**config.mk**
```make
export PLATFORM = sky130hd
export DESIGN_NAME = crc_frame_rx
export DESIGN_NICKNAME = d
export VERILOG_FILES = /design/src/rtl/crc_frame_rx.sv
export SDC_FILE = /design/constraint.sdc
export NUM_CORES = 1
export LEC_CHECK = 0
export BUFFER_PORTS_ARGS = -buffer_cell sky130_fd_sc_hd__buf_2
export CORE_UTILIZATION = 40
export CTS_BUF_LIST = sky130_fd_sc_hd__clkbuf_8
export DETAILED_ROUTE_END_ITERATION = 16
export GPL_TIMING_DRIVEN = 0
export MAX_ROUTING_LAYER = met4
export SLEW_MARGIN = 20
export SYNTH_ARGS = -nofsm -noshare
export SYNTH_HDL_FRONTEND = slang
export SYNTH_SLANG_ARGS = --single-unit
```
**constraint.sdc**
```tcl
create_clock -name clk -period 4.7 [get_ports clk]
set_input_delay 0.47 -clock clk [delete_from_list [all_inputs] [get_ports clk]]
set_output_delay 0.47 -clock clk [all_outputs]
set_load 0.005 [all_outputs]
```
**src/rtl/crc_frame_rx.sv**
```systemverilog
// Serial frame receiver: start, 8 data bits, 6 CRC bits and a stop bit, all MSB first.
// Latency: frame_valid/frame_err and the d/crc update are visible in the cycle after the stop strobe or timeout.
// Backpressure: none; the upstream tick generator paces the bits, and the checker must accept every pulse.
module crc_frame_rx #(
  parameter int unsigned TIMEOUT_CYCLES = 1024
) (
  input  logic       clk,
  input  logic       rst_n,
  input  logic       rx_bit,
  input  logic       bit_strobe,
  output logic [7:0] d,
  output logic [5:0] crc,
  output logic       frame_valid,
  output logic       frame_err,
  output logic [1:0] err_code,
  output logic       busy
);

  typedef enum logic [1:0] {IDLE, DATA, CRC, STOP} state_t;

  localparam logic [16:0] TMO_LIMIT = 17'(TIMEOUT_CYCLES);

  state_t      state_q, state_d;
  logic [3:0]  bit_cnt_q, bit_cnt_d;
  logic [15:0] idle_cnt_q, idle_cnt_d;
  logic [7:0]  dsr_q, dsr_d, d_q, d_d;
  logic [5:0]  csr_q, csr_d, crc_q, crc_d;
  logic        frame_valid_q, frame_valid_d;
  logic        frame_err_q, frame_err_d;
  logic [1:0]  err_code_q, err_code_d;
  logic        timeout, stop_ok, stop_bad;

  // A strobe in the limit cycle wins over the timeout.
  assign timeout = (state_q != IDLE) && !bit_strobe &&
                   (({1'b0, idle_cnt_q} + 17'd1) == TMO_LIMIT);

  always_ff @(posedge clk or negedge rst_n) begin
    if (!rst_n) state_q <= IDLE;
    else        state_q <= state_d;
  end

  always_comb begin
    state_d  = state_q;
    stop_ok  = 1'b0;
    stop_bad = 1'b0;
    if (timeout) begin
      state_d = IDLE;
    end else if (bit_strobe) begin
      case (state_q)
        IDLE: if (!rx_bit) state_d = DATA;
        DATA: if (bit_cnt_q == 4'd7) state_d = CRC;
        CRC:  if (bit_cnt_q == 4'd5) state_d = STOP;
        STOP: begin
          state_d  = IDLE;
          stop_ok  = rx_bit;
          stop_bad = !rx_bit;
        end
        default: state_d = IDLE;
      endcase
    end
  end

  always_comb begin
    bit_cnt_d     = bit_cnt_q;
    dsr_d         = dsr_q;
    csr_d         = csr_q;
    d_d           = d_q;
    crc_d         = crc_q;
    err_code_d    = err_code_q;
    frame_valid_d = stop_ok;
    frame_err_d   = stop_bad || timeout;
    idle_cnt_d    = (state_d == IDLE || bit_strobe) ? 16'd0 : idle_cnt_q + 16'd1;
    if (bit_strobe) begin
      case (state_q)
        IDLE: bit_cnt_d = 4'd0;
        DATA: begin
          dsr_d     = {dsr_q[6:0], rx_bit};
          bit_cnt_d = (bit_cnt_q == 4'd7) ? 4'd0 : bit_cnt_q + 4'd1;
        end
        CRC: begin
          csr_d     = {csr_q[4:0], rx_bit};
          bit_cnt_d = (bit_cnt_q == 4'd5) ? 4'd0 : bit_cnt_q + 4'd1;
        end
        default: ;
      endcase
    end
    if (stop_ok) begin
      d_d        = dsr_q;
      crc_d      = csr_q;
      err_code_d = 2'b00;
    end
    if (stop_bad) err_code_d = 2'b01;
    if (timeout)  err_code_d = 2'b10;
  end

  always_ff @(posedge clk or negedge rst_n) begin
    if (!rst_n) begin
      bit_cnt_q     <= '0;
      idle_cnt_q    <= '0;
      dsr_q         <= '0;
      csr_q         <= '0;
      d_q           <= '0;
      crc_q         <= '0;
      frame_valid_q <= 1'b0;
      frame_err_q   <= 1'b0;
      err_code_q    <= 2'b00;
    end else begin
      bit_cnt_q     <= bit_cnt_d;
      idle_cnt_q    <= idle_cnt_d;
      dsr_q         <= dsr_d;
      csr_q         <= csr_d;
      d_q           <= d_d;
      crc_q         <= crc_d;
      frame_valid_q <= frame_valid_d;
      frame_err_q   <= frame_err_d;
      err_code_q    <= err_code_d;
    end
  end

  assign d           = d_q;
  assign crc         = crc_q;
  assign frame_valid = frame_valid_q;
  assign frame_err   = frame_err_q;
  assign err_code    = err_code_q;
  assign busy        = (state_q != IDLE);

endmodule
```
==> flow_summary.toml <==
[synth]
synth_area_leaders = "dfrtp_1 52%, mux2_2 12%, ha_1 4.8%"
synth_common_cells = "54 x dfrtp_1, 28 x mux2_2, 22 x nor2_1"
synth_seq_cells = 54
yosysTopAreaCell = "dfrtp_1"
async_reset_ff_share_pct = 100.0
syn_inst = 230
ys.flop_type = "dfrtp_1"
synth.most_common_cell = "dfrtp_1"
yosys_warnings = 0
synth.avg_cell_area_um2 = 11.40
ys_seq_area_share_pct = 51.55
synth-edff-count = 0
synth_nets = 244
yosysTopAreaCellShare_pct = 51.55
synth_area_um2 = 2621
synth_cell_type_count = 44

[routing]
drt-total-wl_mm = 4.483
drtIter0Drc = 61
dr_total_vias = 1721
ant_nets = 0
wl_per_cell_um = 13.34
vias_per_cell = 5.122
post-route-drc-count = 0
firstDrtPassIters = 5

[sta]
clock_skew_ns = 0.007984
worstMarginPinSlew_ns = 0.6695
slew_violations = 0
timing_hold_violations_final = 0
slew_headroom_pct = 55.37
clock.fmax_ghz = 0.4064
setup_viol = 0
period_needed_ns = 2.461
hold_ws_ns = 0.1844
fin_setup_tns_ns = 0
rsz0062_at_grt = "no"
period_share_pct = 52.35

[power]
p_clk_share_pct = 24.0
finalPower_w = 0.001349
p_comb_share_pct = 26.7
p_switching_w = 0.0004256
p_int_w = 0.0009236
p_seq_share_pct = 49.3
switching_share_pct = 31.55
p_per_area_nw_per_um2 = 458.7
power.leakage_nw = 1.438
irDropWorstVdd_v = 0.0003029

[clock_network]
clock_path_buffers = 2
cts_setup_buffers = 0
worst_skew_pair.late_latency_ns = 0.31
cts_buffers = 5
cts_tree = "built"
cts-root-buf = "clkbuf_8"
holdBufCountCts = 0
clkSlewWorstSetupHoldPaths_ns = 0.11
numClockSinks = 54
cts-resized-gates = 0
htree_levels = 2

[cells_and_area]
final_cells = 336
area_growth_pct = 12.22
antenna_cells = 0
finalCoreUtilization_pct = 46.33
drive_gt1_share_pct = 26.25
final_nets = 272

[grt]
grt_max_degree = 55
grt_overflow = 0
track_usage_pct = 14.36
grt_pass1_wl_mm = 7.672
antenna_found_initial = 0
grt_pass1_vias = 1645

[die]
die_h_um = 82.95
core_um2 = 6350
dieArea_um2 = 6881
core.rowCount = 29
die_w_um = 82.95
start_util_pct = 41.28
io_pins = 23

[placed_design]
dpl.hpwl_mm = 3.087
gp_congestion = 0.8204
io_buffers = 21
dp_cells = 328

[worst_setup_path]
cp.required_ns = 4.95
crit_fanout = 8
crit_path_end_kind = "flip-flop"
worst_ep_arrival_time_ns = 2.71
setup.worst_path.start_class = "flip-flop"
path_class = "flip-flop to flip-flop"

[status]
outcome = "complete, no violations"

[worst_hold_path]
hold_class = "primary input to async pin"

[flow_run]
cap_violations = 0
-- state kept, by name (all words and copies together) (netlist names) --
name         count
idle_cnt_q      16
d                8
dsr_q            8
crc              6
csr_q            6
bit_cnt_q        4
err_code         2
state_q          2
frame_err        1
frame_valid      1
-- final timing paths --
path                       cells after the start                    start  slack, ns                       end
max in group asynchronous                      1                    rst_n       4.07  idle_cnt_q[11]$_DFF_PN0_
max reg2reg                                    7  idle_cnt_q[0]$_DFF_PN0_       2.24       frame_err$_DFF_PN0_
min                                            1                    rst_n       0.18      dsr_q[1]$_DFFE_PN0P_
min in group clk                               2                   rx_bit       0.47      dsr_q[0]$_DFFE_PN0P_
max                                            7  idle_cnt_q[0]$_DFF_PN0_       2.24       frame_err$_DFF_PN0_
min reg2reg                                    1  err_code[1]$_DFFE_PN0P_       0.51   err_code[1]$_DFFE_PN0P_
-- cell families after synthesis --
logic type      after synthesis  synth area share (%)
simple gates                 76                 16.23
buf+inv                      18                 2.960
flops                        54                 51.55
fa+ha+maj                    10                 4.773
xor+xnor                     17                 5.680
mux                          29                 12.41
compound gates               26                 6.397
-- final cells by class --
class,instances,area (um^2)
multi-input combinational,158,1192
inverter,10,37.54
clock buffer,5,68.82
sequential,54,1351
timing repair buffer,21,107.6
tap,77,96.34
buffer,8,40.04
clock inverter,3,47.55
fill,563,3408
-- through the flow --
step	setup slack, ns	area (um^2)
final	2.239	2942
after global routing	2.070	2942
after CTS	2.201	2942
after detailed placement	2.233	2825
after global placement	2.286	2823
after floorplan	2.531	2621
-- metal layers --
metal	GRT usage [%]	wire [um]	vias up
li1	-	-	861
met1	18.86	2276	836
met2	21.68	2048	22
met3	4.175	130	2
met4	4.232	27	0
met5	-	0	-
-- worst max-delay path, stage by stage (launching register included) --
cell,delay [ns]
dfrtp_1,0.46
ha_1,0.27
and2_1,0.20
a41o_2,0.28
o21ai_0,0.11
or4b_4,0.52
nor4_4,0.37
or2_1,0.20
-- layout by cell type, fill, tap and decap left out, types with 3 or more instances in the layout --
cell type	synthesis	layout
buf_2	2	22
nor3_1	6	6
inv_1	10	10
nand3_1	4	4
nor2_1	22	22
clkbuf_8	0	5
ha_1	10	10
nand2_1	17	17
a21oi_1	5	5
o21ai_0	10	10
mux2_2	28	28
xor2_1	8	8
dfrtp_1	54	54
xnor2_1	9	9
clkbuf_1	5	5
and2_1	3	3
-- power by group through the flow --
stage,combinational [W],sequential (W),clock [W]
2_1_floorplan,0.000252,0.000659,0
3_3_place_gp,0.000355,0.000675,0
3_5_place_dp,0.000362,0.000677,0
4_1_cts,0.000365,0.000668,0.000337
5_1_grt,0.000410,0.000687,0.000352
6_report,0.000360,0.000665,0.000324
No activity file was read; power rests on OpenSTA's default activity.
